[config.mk]
export PLATFORM = sky130hd
export DESIGN_NAME = or16_arbiter
export DESIGN_NICKNAME = d
export VERILOG_FILES = /design/src/rtl/or16_arbiter.sv
export SDC_FILE = /design/constraint.sdc
export NUM_CORES = 1
export LEC_CHECK = 0
export CAP_MARGIN = 40
export CORE_MARGIN = 3
export CORE_UTILIZATION = 64
export DETAILED_ROUTE_END_ITERATION = 7
export DONT_BUFFER_PORTS = 1
export PLACE_DENSITY_LB_ADDON = 0.25
export SYNTH_ARGS = -nofsm -noshare
export SYNTH_HDL_FRONTEND = slang
export SYNTH_SLANG_ARGS = --single-unit
[constraint.sdc]
create_clock -name clk -period 3.2 [get_ports clk]
set_clock_uncertainty 0.05 [all_clocks]
set_input_delay 0.8 -clock clk [delete_from_list [all_inputs] [get_ports clk]]
set_output_delay 0.8 -clock clk [all_outputs]
set_load 0.05 [all_outputs]
[src/rtl/or16_arbiter.sv]
// -----------------------------------------------------------------------------
// or16_arbiter
//
// Purpose:
//   Shares one 16-bit OR datapath between NREQ requesters. An idle arbiter
//   picks one pending requester, pulses its grant for one cycle and captures
//   that requester's two operands. One cycle later it registers
//   operand1 | operand0 as the result. The result is then held until the
//   consumer accepts it. Each transaction takes at least 3 cycles:
//   IDLE -> EXEC -> HOLD -> IDLE.
//
// Compile-time option:
//   OR16_ARB_RR_EN  defined   : round-robin arbitration with a rotating pointer
//                   undefined : fixed priority, the lowest index wins
//
// Parameters:
//   NREQ       number of requesters (2..8)
//
// Ports:
//   clk        clock; all state changes on the rising edge
//   reset      asynchronous active-high reset
//   req        per-requester request level
//   req_i1     operand 1 per requester, requester i at [16i+15:16i]
//   req_i0     operand 0 per requester, same packing
//   gnt        registered one-hot grant pulse (one cycle)
//   out_valid  result available
//   out_data   i1 | i0 of the granted requester
//   out_id     index of the requester that owns out_data
//   out_ready  consumer accepts when out_valid && out_ready at a rising edge
//   busy       high whenever the arbiter is not idle
// -----------------------------------------------------------------------------
module or16_arbiter #(
  parameter int NREQ = 4
) (
  input  logic                 clk,
  input  logic                 reset,
  input  logic [NREQ-1:0]      req,
  input  logic [NREQ*16-1:0]   req_i1,
  input  logic [NREQ*16-1:0]   req_i0,
  output logic [NREQ-1:0]      gnt,
  output logic                 out_valid,
  output logic [15:0]          out_data,
  output logic [2:0]           out_id,
  input  logic                 out_ready,
  output logic                 busy
);

  typedef enum logic [1:0] {
    ST_IDLE = 2'd0,
    ST_EXEC = 2'd1,
    ST_HOLD = 2'd2
  } state_t;

  state_t          state_q, state_d;
  logic [NREQ-1:0] gnt_q, gnt_d;
  logic            out_valid_q, out_valid_d;
  logic [15:0]     out_data_q, out_data_d;
  logic [2:0]      out_id_q, out_id_d;
  logic [15:0]     op1_q, op1_d;
  logic [15:0]     op0_q, op0_d;

  // Pad the request vector and the operand lanes to 8 entries. A 3-bit
  // winner index can then select from them for every legal NREQ.
  logic [7:0]  req_ext;
  logic [15:0] i1_lane [8];
  logic [15:0] i0_lane [8];

  assign req_ext = 8'(req);

  genvar gi;
  generate
    for (gi = 0; gi < 8; gi++) begin : g_lane
      if (gi < NREQ) begin : g_used
        assign i1_lane[gi] = req_i1[16*gi +: 16];
        assign i0_lane[gi] = req_i0[16*gi +: 16];
      end else begin : g_pad
        assign i1_lane[gi] = 16'h0000;
        assign i0_lane[gi] = 16'h0000;
      end
    end
  endgenerate

  // ---------------------------------------------------------------------------
  // Winner selection
  // ---------------------------------------------------------------------------
  logic [2:0] win_idx;
  logic       win_found;

`ifdef OR16_ARB_RR_EN
  logic [2:0] ptr_q, ptr_d;
  logic [3:0] cand;

  // Search starts at the pointer and wraps at NREQ-1 back to 0.
  always_comb begin
    win_idx   = 3'd0;
    win_found = 1'b0;
    cand      = 4'd0;
    for (int k = 0; k < NREQ; k++) begin
      cand = {1'b0, ptr_q} + 4'(k);
      if (cand >= 4'(NREQ)) begin
        cand = cand - 4'(NREQ);
      end
      if (!win_found && req_ext[cand[2:0]]) begin
        win_found = 1'b1;
        win_idx   = cand[2:0];
      end
    end
  end

  // The pointer moves only when a grant is actually issued.
  always_comb begin
    ptr_d = ptr_q;
    if (state_q == ST_IDLE && win_found) begin
      ptr_d = (win_idx == 3'(NREQ - 1)) ? 3'd0 : win_idx + 3'd1;
    end
  end

  always_ff @(posedge clk or posedge reset) begin
    if (reset) begin
      ptr_q <= 3'd0;
    end else begin
      ptr_q <= ptr_d;
    end
  end
`else
  // Fixed priority: scan downward so that the lowest set index is the
  // last one written.
  always_comb begin
    win_idx   = 3'd0;
    win_found = |req;
    for (int k = NREQ - 1; k >= 0; k--) begin
      if (req[k]) begin
        win_idx = 3'(k);
      end
    end
  end
`endif

  // ---------------------------------------------------------------------------
  // State machine: next state and outputs
  // ---------------------------------------------------------------------------
  always_comb begin
    state_d     = state_q;
    gnt_d       = '0;
    out_valid_d = out_valid_q;
    out_data_d  = out_data_q;
    out_id_d    = out_id_q;
    op1_d       = op1_q;
    op0_d       = op0_q;
    case (state_q)
      ST_IDLE: begin
        if (win_found) begin
          for (int k = 0; k < NREQ; k++) begin
            gnt_d[k] = (win_idx == 3'(k));
          end
          op1_d    = i1_lane[win_idx];
          op0_d    = i0_lane[win_idx];
          out_id_d = win_idx;
          state_d  = ST_EXEC;
        end
      end
      ST_EXEC: begin
        out_data_d  = op1_q | op0_q;
        out_valid_d = 1'b1;
        state_d     = ST_HOLD;
      end
      ST_HOLD: begin
        // out_valid_q is already high in this state. An out_ready that
        // coincides with entering HOLD therefore never counts as acceptance.
        if (out_valid_q && out_ready) begin
          out_valid_d = 1'b0;
          state_d     = ST_IDLE;
        end
      end
      default: begin
        state_d = ST_IDLE;
      end
    endcase
  end

  always_ff @(posedge clk or posedge reset) begin
    if (reset) begin
      state_q     <= ST_IDLE;
      gnt_q       <= '0;
      out_valid_q <= 1'b0;
      out_data_q  <= 16'h0000;
      out_id_q    <= 3'd0;
      op1_q       <= 16'h0000;
      op0_q       <= 16'h0000;
    end else begin
      state_q     <= state_d;
      gnt_q       <= gnt_d;
      out_valid_q <= out_valid_d;
      out_data_q  <= out_data_d;
      out_id_q    <= out_id_d;
      op1_q       <= op1_d;
      op0_q       <= op0_d;
    end
  end

  assign gnt       = gnt_q;
  assign out_valid = out_valid_q;
  assign out_data  = out_data_q;
  assign out_id    = out_id_q;
  assign busy      = (state_q != ST_IDLE);

endmodule

==> results.md <==
- Pwr dens: around 420 mW/mm^2
- Port Buf Inserts: 0
- Crit path kind: flip-flop to output port
- Nets@finish: 572
- ANT nets after route: 0
- Max clock buf depth: 2
- Area of the multi-input gates: 0.002023 sq mm
- Yosys cell types: 24
- RSZ-0062 raised after global routing: no
- Drt initial violations: between 300 and 400
- Layout cells sized above 1: under 10%
- Crit path largest cell delay: between 400 and 500 ps
- Largest net degree at the start of global routing: slightly above 100
- Post-CTS Setup Bufs: 0
- Reg clk slew, reported paths: 70 ps
- Outcome: complete, no violations
- IO Count: 160
- Finished Layout Cells: 514
- Placed cell areas: 0.003739 sq mm
- Commonest non-fill, non-tap cell in the layout: a21oi_1
- Worst slew pin tran: around 540 ps
- Detailed Route WL: 10,200 um
- Initial antenna violation count: 0
- Cells after DPL: between 400 and 500
- Vias in the first global route: approximately 3,100
- DRC viols: 0
- Hold_buf cts: 0
- Pre-antenna DRT Iters: 5
- Crit path required time: about 2400 ps
- HPWL after DPL: about 7200 um
- Clock power frac: ~50%
- Design area: around 0.0040 sq mm
- Finish-stage setup viols: 0
- Routed len/inst: approximately 20 um
- Total chip power: approximately 1700 uW
- Root Driver: clkbuf_8
- Final worst path period need: roughly 2300 ps
- Slowest stage cell on the critical path: dfrtp_1
- Post-Syn Nets: between 600 and 700
- Worst skew pair latency: 330 ps
- Final hold vios: 0
- Final-report max-slew violation count: 0
- CTS buffer count: 9
- Fmax: 433.4 MHz
- Resized cells post-CTS: 0
- Register area share after synthesis: 37.64%
- Final period util: 72.11%
- Starting density of the core: roughly two thirds
- Switch share: between 20% and 30%
- Final core utilization: between 70% and 80%
- Core ar.: 0.005608 sq mm
- Netlist Area Pre-Place: 0.003790 sq mm
- Via count: ~3,300
- CTS tree: yes
- Syn Area/Cell: approximately 8.1 sq um
- Max-slew headroom: roughly 64%
- Sequential fraction of design power: between 40 and 50%
- Startpoint Class: flip-flop
- Critical Path AT: around 1500 ps
- Register area: around 0.0014 sq mm
- Total negative setup slack: 0 ps
- Vias per inst: ~6.5
- First-pass GRT wire length: 16,000 um
- Gr ovfl total: 0
- Critical path peak fanout: 9
- Leak pwr: between 0.0015 and 0.002 uW
- Die area: between 0.006 and 0.007 sq mm
- Sw Pwr: roughly 370 uW
- DIE WIDTH: approximately 83 um
- ANT cells: 0
- Comb power frac: between 8 and 9%
- Crit path capture type: output port
- Most frequent cells in the layout: a21oi_1 (66), dfrtp_1 (57), o21ai_0 (49)
- Pint: 1315 uW
- Final weighted congestion in routability-driven placement: ~0.9
- CP Cell Sequence: nor2_2, inv_1
- Die height: just over 80 um
- Hold WC Path Type: input port to asynchronous set/reset pin
- # clock sinks: 57
- VDD IR max: between 0.3 and 0.4 mV
- # rows: 27
- FF+latch count, synth: 57
- MaxCap Viol Count: 0
- Fillers: 451
- Total GRT Usage: between 20 and 30%
- Htree depth: 3
- Area delta synth->final: 5.051%
- YS warnings: 0
- Syn Inst Count: 467
registers in the layout (all words and copies together) (netlist names):
register and flops:
gnt 4, op0_q 16, op1_q 16, out_data 16, out_id 2, out_valid 1
state_q 2
cell usage after synthesis (all sizes together):
library cell  count  area [sq um]
and3              1         6.260
nor3b             1         7.510
conb              1         3.750
buf               6         56.30
dfrtp            57          1426
or4               1         7.510
o22a              1         8.760
o21ai            49         245.2
nand3b           33         247.7
nor2             19         71.32
a22o             32         280.3
a21oi            66         330.3
clkbuf           42         157.7
and3b            32         280.3
inv              35         131.4
nor2b            33         206.5
nand2b            1         6.260
a31oi            32         200.2
o21a              3         22.52
and4b             1         10.01
and2              2         12.51
nand2            19         71.32
critical path: cells and delay by family, from the launching register on:
kind	cells	cell delay, ps
buffers and inverters	1	350
DFF	1	430
and+or+nand+nor	1	340
cell type report:
| type | instances | share of cell area [%] |
|---|---|---|
| clock inverters | 7 | 2.986 |
| inverters | 35 | 3.300 |
| flip-flops and latches | 57 | 35.83 |
| well taps | 72 | 2.263 |
| multi-input cells | 327 | 50.82 |
| repair buffers | 7 | 1.697 |
| clock buffers | 9 | 3.111 |
layer usage:
| metal | share of wire [%] | track usage (%) |
|---|---|---|
| met1 | 39 | 36.52 |
| met2 | 49 | 47.01 |
| met3 | 9.8 | 9.425 |
| met4 | 1.7 | 8.470 |
| met5 | 0 | 0 |
power by group through the flow:
stage	clock (uW)	sequential, uW	combinational (uW)
6_report	822	720	147
5_1_grt	869	720	164
4_1_cts	827	720	148
3_5_place_dp	0	734	147
3_3_place_gp	0	734	145
2_1_floorplan	0	734	159
kinds of logic after synthesis:
kind of cell | share of synthesized area, %
and+or+nand+nor | 24.46
AOI/OAI and AO/OA | 28.69
buffers and inverters | 9.112
other | 0.09895
DFF | 37.64
final timing paths:
check                      slack, ps              startpoint  cells after the start                     end
max                              890  state_q[1]$_DFFE_PP0P_                      2                    busy
min                              280                   reset                      1  state_q[1]$_DFFE_PP0P_
max reg2reg                     1430  state_q[1]$_DFFE_PP0P_                      4    op0_q[1]$_DFFE_PP0P_
min reg2reg                      490  state_q[1]$_DFFE_PP0P_                      1   out_valid$_DFFE_PP0P_
max in group asynchronous       2000                   reset                      2   op0_q[12]$_DFFE_PP0P_
min in group clk                 480                  req[0]                      1        gnt[1]$_DFF_PP0_
stage by stage:
stage	hold WS, ps	setup slack, ps
final	278.3	892.6
after global placement	456.4	923.3
after global routing	297.6	805.2
after detailed placement	477.1	1007
after floorplan	426.1	950.4
after CTS	285.4	901.3
Note: power is estimated with default switching activity, not from simulation.
